==> src/rtl/common_register_bank.sv <==
// Parametrised register bank: NUM_DR data registers with shadow context bank,
// CR with W1C sticky status half, and a wrapping pointer register.
module common_register_bank #(
  parameter int DATA_WIDTH = 8,
  parameter int NUM_DR     = 4,
  parameter int SEL_WIDTH  = 4,
  parameter int PTR_DEPTH  = 16
) (
  input  logic                    clk,
  input  logic                    rst,
  input  logic                    wr_en,
  input  logic [SEL_WIDTH-1:0]    wr_sel,
  input  logic [DATA_WIDTH-1:0]   wr_data,
  input  logic [SEL_WIDTH-1:0]    rd_sel_a,
  input  logic [SEL_WIDTH-1:0]    rd_sel_b,
  output logic [DATA_WIDTH-1:0]   rd_data_a,
  output logic [DATA_WIDTH-1:0]   rd_data_b,
  input  logic [DATA_WIDTH/2-1:0] flag_set,
  input  logic                    ptr_inc,
  input  logic                    ptr_dec,
  input  logic                    ctx_save,
  input  logic                    ctx_restore,
  output logic [DATA_WIDTH-1:0]   dr0,
  output logic [DATA_WIDTH-1:0]   dr1,
  output logic [DATA_WIDTH-1:0]   cr,
  output logic [DATA_WIDTH-1:0]   ptr,
  output logic                    ptr_wrap
);

  localparam int HALF = DATA_WIDTH / 2;
  localparam logic [SEL_WIDTH-1:0]  CR_SEL  = SEL_WIDTH'(NUM_DR);
  localparam logic [SEL_WIDTH-1:0]  PR_SEL  = SEL_WIDTH'(NUM_DR + 1);
  localparam logic [DATA_WIDTH:0]   DEPTH   = (DATA_WIDTH + 1)'(PTR_DEPTH);
  localparam logic [DATA_WIDTH-1:0] PTR_MAX = DATA_WIDTH'(PTR_DEPTH - 1);

  logic [DATA_WIDTH-1:0] dr_q     [NUM_DR];
  logic [DATA_WIDTH-1:0] shadow_q [NUM_DR];
  logic [DATA_WIDTH-1:0] cr_q;
  logic [DATA_WIDTH-1:0] ptr_q;
  logic                  wrap_q;

  logic                  wr_cr;
  logic                  wr_pr;
  logic [HALF-1:0]       ctrl_next;
  logic [HALF-1:0]       status_next;
  logic [DATA_WIDTH-1:0] ptr_next;
  logic                  wrap_next;

  assign wr_cr = wr_en && (wr_sel == CR_SEL);
  assign wr_pr = wr_en && (wr_sel == PR_SEL);

  // Only DR targets are bypassed; CR/PR always return the registered value.
  function automatic logic [DATA_WIDTH-1:0] read_reg(input logic [SEL_WIDTH-1:0] sel);
    read_reg = '0;
    for (int unsigned i = 0; i < NUM_DR; i++) begin
      if (sel == SEL_WIDTH'(i)) begin
        read_reg = (wr_en && (wr_sel == sel)) ? wr_data : dr_q[i];
      end
    end
    if (sel == CR_SEL) read_reg = cr_q;
    if (sel == PR_SEL) read_reg = ptr_q;
  endfunction

  always_comb begin
    rd_data_a = read_reg(rd_sel_a);
    rd_data_b = read_reg(rd_sel_b);
  end

  // flag_set is OR'd after the W1C mask so a same-cycle set wins.
  always_comb begin
    ctrl_next   = cr_q[HALF-1:0];
    status_next = cr_q[DATA_WIDTH-1:HALF];
    if (wr_cr) begin
      ctrl_next   = wr_data[HALF-1:0];
      status_next = status_next & ~wr_data[DATA_WIDTH-1:HALF];
    end
    status_next = status_next | flag_set;
  end

  always_comb begin
    ptr_next  = ptr_q;
    wrap_next = 1'b0;
    if (wr_pr) begin
      ptr_next = DATA_WIDTH'({1'b0, wr_data} % DEPTH);
    end else if (ptr_inc && !ptr_dec) begin
      if (ptr_q == PTR_MAX) begin
        ptr_next  = '0;
        wrap_next = 1'b1;
      end else begin
        ptr_next = ptr_q + DATA_WIDTH'(1);
      end
    end else if (ptr_dec && !ptr_inc) begin
      if (ptr_q == '0) begin
        ptr_next  = PTR_MAX;
        wrap_next = 1'b1;
      end else begin
        ptr_next = ptr_q - DATA_WIDTH'(1);
      end
    end
  end

  always_ff @(posedge clk or posedge rst) begin
    if (rst) begin
      for (int unsigned i = 0; i < NUM_DR; i++) begin
        dr_q[i]     <= '0;
        shadow_q[i] <= '0;
      end
      cr_q   <= '0;
      ptr_q  <= '0;
      wrap_q <= 1'b0;
    end else begin
      // Shadow samples pre-edge DRs, so save+restore together swaps the banks.
      for (int unsigned i = 0; i < NUM_DR; i++) begin
        if (wr_en && (wr_sel == SEL_WIDTH'(i))) begin
          dr_q[i] <= wr_data;
        end else if (ctx_restore) begin
          dr_q[i] <= shadow_q[i];
        end
        if (ctx_save) begin
          shadow_q[i] <= dr_q[i];
        end
      end
      cr_q   <= {status_next, ctrl_next};
      ptr_q  <= ptr_next;
      wrap_q <= wrap_next;
    end
  end

  assign dr0      = dr_q[0];
  assign dr1      = dr_q[1];
  assign cr       = cr_q;
  assign ptr      = ptr_q;
  assign ptr_wrap = wrap_q;

endmodule

==> config.mk <==
export PLATFORM = sky130hd
export DESIGN_NAME = common_register_bank
export DESIGN_NICKNAME = d
export VERILOG_FILES = /design/src/rtl/common_register_bank.sv
export SDC_FILE = /design/constraint.sdc
export NUM_CORES = 1
export LEC_CHECK = 0
export ABC_AREA = 0
export BUFFER_PORTS_ARGS = -buffer_cell sky130_fd_sc_hd__buf_2
export CAP_MARGIN = 20
export CORE_UTILIZATION = 50
export CTS_CLUSTER_DIAMETER = 60
export DETAILED_ROUTE_END_ITERATION = 6
export PLACE_DENSITY = 0.74
export SKIP_CTS_REPAIR_TIMING = 1
export SYNTH_ARGS = -nofsm -noshare
export SYNTH_HDL_FRONTEND = slang
export SYNTH_SLANG_ARGS = --single-unit
==> constraint.sdc <==
create_clock -name clk -period 3.9 [get_ports clk]
set_input_delay 0.195 -clock clk [delete_from_list [all_inputs] [get_ports clk]]
set_output_delay 0.195 -clock clk [all_outputs]
set_load 0.01 [all_outputs]
After elaboration in Yosys (flattened, before gate mapping)
Cells that the tools add are included.
{"block": "totals", "in_bits": 31, "ff_bits": 81, "output_inout_bits": 49, "wordCells": 95}
{"block": "op_classes", "mux": 39, "n_eq_ne": 18, "n_addsub": 2, "reduce_logical": 21, "bitwise_logic": 3}
{"cell": "two-way mux 8 bit", "count": 33}
{"cell": "== test 4 x 2 -> 1 bit (second input constant)", "count": 6}
{"cell": "== test 4 x 3 -> 1 bit (second input constant)", "count": 6}
{"cell": "== test 4 x 1 -> 1 bit (second input constant)", "count": 3}
{"cell": "zero test 4 bit", "count": 3}
{"cell": "logical AND 1 bit", "count": 10}
{"cell": "adder 8 x 1 -> 8 bit (second input constant)", "count": 1}
{"cell": "== test 4 bit", "count": 2}
{"cell": "== test 8 x 4 -> 1 bit (second input constant)", "count": 1}
{"cell": "zero test 8 bit", "count": 1}
{"cell": "nonzero test 2 bit", "count": 4}
{"cell": "subtractor 8 x 1 -> 8 bit (second input constant)", "count": 1}
{"cell": "two-way mux 1 bit", "count": 5}
{"cell": "bitwise AND 4 bit", "count": 1}
{"cell": "two-way mux 4 bit", "count": 1}
{"cell": "NOT 4 bit", "count": 1}
{"cell": "OR 4 bit", "count": 1}
{"cell": "nonzero test 3 bit", "count": 1}
{"cell": "zero test 1 bit", "count": 2}

Depth between registers and ports, before layout
{"block": "logic_depth", "depth_word": 9, "mapped_depth": 7, "ltp_nobuf": 6}

Worst setup path before layout
No wires, ideal clock.
{"block": "synth_path", "path_kind": "reg2reg", "startpoint": "register ptr_q[0] (netlist: ptr[0])", "endpoint": "register ptr_q[7] (netlist: ptr[7])", "required_time_ns": 3.779, "setup_slack_ns": 2.109, "path_buffers": 1, "period_less_slack_ns": 1.791, "setup_time_ns": 0.121, "arrival_ns": 1.670, "path_stages_with_launch": 7, "cell_sequence": "dfrtp_1 -> buf_2 -> or4_1 -> nor3_2 -> a21oi_1 -> nor2b_1 -> o22a_1"}
{"block": "synth_between", "elab_chain_cells": 5, "elab_cells_between_ends": 9, "classes_between": "2 x add/sub; 1 x eq/ne; 5 x mux; 1 x reduce/logical"}
{"element": "from (decl)", "line_no": "39", "source": "logic [DATA_WIDTH-1:0] ptr_q;"}
{"element": "from (signal assigned)", "line_no": "124", "source": "ptr_q <= ptr_next;"}
{"element": "subtractor 8 x 1 -> 8 bit or zero test 8 bit (tied branches)", "line_no": "97, 93"}
{"element": "two-way mux 8 bit", "line_no": "93", "source": "if (ptr_q == '0) begin"}
{"element": "two-way mux 8 bit", "line_no": "92", "source": "end else if (ptr_dec && !ptr_inc) begin"}
{"element": "two-way mux 8 bit *", "line_no": "85", "source": "end else if (ptr_inc && !ptr_dec) begin"}
{"element": "two-way mux 8 bit *", "line_no": "83", "source": "if (wr_pr) begin"}
Mark *: on every way between the ends. The rest lies on a longest branch, timed or not. The select of a mux whose other input is x is not followed.
A chain may end at the register's enable or synchronous reset.

Worst setup path after layout
{"block": "layout_path", "startpoint": "input rd_sel_a[0]", "endpoint": "output rd_data_a[6]"}
{"block": "layout_between", "elab_chain_cells": 9, "elab_cells_between_ends": 18, "classes_between": "6 x eq/ne; 10 x mux; 2 x reduce/logical"}
{"element": "from (decl)", "line_no": "14", "source": "input logic [SEL_WIDTH-1:0] rd_sel_a,"}
{"element": "== test 4 bit", "line_no": "57", "source": "read_reg = (wr_en && (wr_sel == sel)) ? wr_data : dr_q[i];"}
{"element": "logical AND 1 bit", "line_no": "57"}
{"element": "two-way mux 8 bit", "line_no": "57"}
{"element": "two-way mux 8 bit (4 in series)", "line_no": "56", "source": "if (sel == SEL_WIDTH'(i)) begin"}
{"element": "two-way mux 8 bit", "line_no": "60", "source": "if (sel == CR_SEL) read_reg = cr_q;"}
{"element": "two-way mux 8 bit *", "line_no": "61", "source": "if (sel == PR_SEL) read_reg = ptr_q;"}
{"element": "to (decl)", "line_no": "16", "source": "output logic [DATA_WIDTH-1:0] rd_data_a,"}
Mark *: on every way between the ends. The rest lies on a longest branch, timed or not.

==> metrics.txt <==
fmax 0.405 GHz; total gr overflow 0; area fraction of the dominant cell type after synthesis 40.2%; Final Max Slew Viols 0; CTS tree built; top cells by instance count after synthesis dfrtp_1 (81), mux2i_1 (66), nor2_1 (52); Yosys reg bits 81; Critical Path RT 3.70 ns; gpl congestion 0.880; hpwl dp 9.30 mm; RSZ-0062 raised after global routing false; worst IR drop on VDD 0.000344 V; Avg Synthesized Cell Area 9.82 um^2; final hold violation count 44; Clk pwr share 17.7%; clk root buf clkbuf_8; Synthesized Nets 547; diode count 0; post-route setup TNS 0 ns; hold crit path type input port to async pin; number of global-route vias before repair 3970; Final setup viols 0; initial antenna violation count 0; Core Region 9770 um^2; routed len/inst 18.5 um; Yosys cell types 54; cell area after layout 5500 um^2; GR Util met1 32.9%; Sw Ratio 38.0%; max cap viols 0; All-Layer GR Usage 25.9%; P_leak 2.52 nW; drt drc 0; Row Count 36; Int Power 2.07 mW; worst-margin pin slew 1.02 ns; Min Clock Period, post-route 2.47 ns; leading area contributor after synthesis dfrtp_1; M2 GR Usage 44.6%; final WL 12.7 mm; outcome finished with violations; Reg power frac 48.9%; first-pass GRT wire length 20.4 mm; area of the multi-input gates 2700 um^2; initial core utilization 51.5%; Setup Crit Path Kind input port to output port; GRT busiest layer met2; final worst path period share 63.4%; PortBufs 79; drt first-iter violations 224; clk sinks 81; Worst Path Arrival 2.28 ns; CP Launch Type input port; Mapped Area 5040 um^2; Num CTS Buffers 9; max_slew headroom 32.3%; asr flop ratio synth 100%; filler cell count 871; Syn Inst Count 513; Worst-Skew Late Latency 0.35 ns; layout cell share with drive strength beyond 1 21.7%; Vias 4016; ranking of synthesized cells by area dfrtp_1 (40%), mux2i_1 (13%), mux2_1 (4.2%); Area growth syn-to-layout 9.24%; routed vias/inst 5.86; largest net degree at the start of global routing 46; failing checks hold timing; crit end category output port; final hold slack -0.0399 ns; Post-DP Area 5320 um^2; Ports 80; fin nets 582; Synth Flop Type dfrtp_1; number of synthesized flops with an enable pin 0; Pre-antenna DRT Iters 5; crit path max fanout 20; count leader, synth dfrtp_1; die width 102 um; post-route ant nets 0; switching pwr 1.27 mW; Register Area 2030 um^2; Pwr Density 608 nW/um^2; met3 usage in global routing 4.72%; final design utilization 56.3%; Clock Path Buffers 2; DIE HEIGHT 102 um; sequential share of the synthesized area 40.2%; H-tree levels 3; Clock Skew 0.00787 ns; Comb pwr share 33.4%; DIE AREA 10500 um^2; Clock transition at path regs 0.08 ns; synth warn 0
## path summary, 6_finish.rpt
check | from | to | slack, ns | cells past startpoint
worst max-delay path | rd_sel_a[0] | rd_data_a[6] | 1.43 | 7
worst min-delay path | rst | ptr[6] | -0.04 | 2
worst max register to register | ptr[0] | ptr[5] | 2.00 | 5
worst min register to register | shadow_q[21] | shadow_q[21] | 0.49 | 1
max in group asynchronous | rst | dr_q[7] | 2.96 | 3
min in group clk | flag_set[1] | cr[5] | 0.02 | 2
## worst max-delay path, cell delays in order
cell       delay, ns
buf_2           0.41
xor2_1          0.23
nor4_2          0.62
o21ai_0         0.25
o21ai_0         0.23
o2bb2ai_1       0.17
buf_2           0.17
## power by group through the flow
stage	clock network, mW	logic, mW	registers [mW]
floorplan	0	0.973	1.45
global placement	0	1.08	1.60
detailed placement	0	1.12	1.64
CTS	0.603	1.13	1.62
global route	0.641	1.25	1.68
finish	0.592	1.12	1.63
## cell usage in the layout (no fill, tap or decap), drive strengths merged, types with 3 or more instances in the layout
| cell | instances |
|---|---|
| inv | 4 |
| mux2i | 66 |
| nand3 | 10 |
| nor4 | 4 |
| mux4 | 8 |
| ha | 3 |
| or3b | 3 |
| o21ai | 36 |
| o22ai | 9 |
| buf | 80 |
| and2 | 3 |
| nand2 | 48 |
| clkbuf | 10 |
| nor3 | 4 |
| a21o | 6 |
| nor2b | 6 |
| o2bb2ai | 16 |
| nor2 | 52 |
| dfrtp | 81 |
| clkinvlp | 3 |
| a21oi | 31 |
| mux2 | 32 |
| xor2 | 7 |
## routing by layer
layer,vias to the layer above,routed length [um]
li1,1892,-
met1,1951,5340
met2,150,6370
met3,23,737
met4,0,200
met5,-,0
## flip-flops by register name, summed over array words and instances (netlist names)
signal and cells:
dr0 8, cr 8, ptr 8, dr1 8
ptr_wrap 1, dr_q 16, shadow_q 32
## cells by family (layout without fill, tap and decap cells)
logic type / count (synthesis) / in the layout / synth area share, %
AO/OA/AOI/OAI: 111 / 111 / 13.8
XOR/XNOR: 8 / 8 / 1.39
adder cells (fa/ha/maj): 3 / 3 / 0.745
buffers and inverters: 61 / 100 / 6.14
flip-flops: 81 / 81 / 40.2
multiplexers: 106 / 106 / 24.1
AND/OR/NAND/NOR: 143 / 143 / 13.5
## metrics by stage
| step | instances | hold slack (ns) | total power, mW | setup slack (ns) |
|---|---|---|---|---|
| 4_1_cts | 685 | -0.0118 | 3.36 | 1.48 |
| 3_5_place_dp | 670 | 0.367 | 2.76 | 1.49 |
| 3_3_place_gp | 670 | 0.354 | 2.68 | 1.61 |
| 2_1_floorplan | 513 | 0.287 | 2.43 | 1.62 |
| 5_1_grt | 685 | 0.0157 | 3.57 | 1.28 |
| 6_report | 685 | -0.0399 | 3.34 | 1.43 |
## cell type report
type                       instances  area share, %
multi-input combinational        371           49.1
sequential                        81           36.8
timing repair buffer              80           7.32
tap                              133           3.02
clock buffer                      10           2.32
clock inverter                     5           1.05
inverter                           5          0.364
Note: power is estimated with default switching activity, not from simulation.
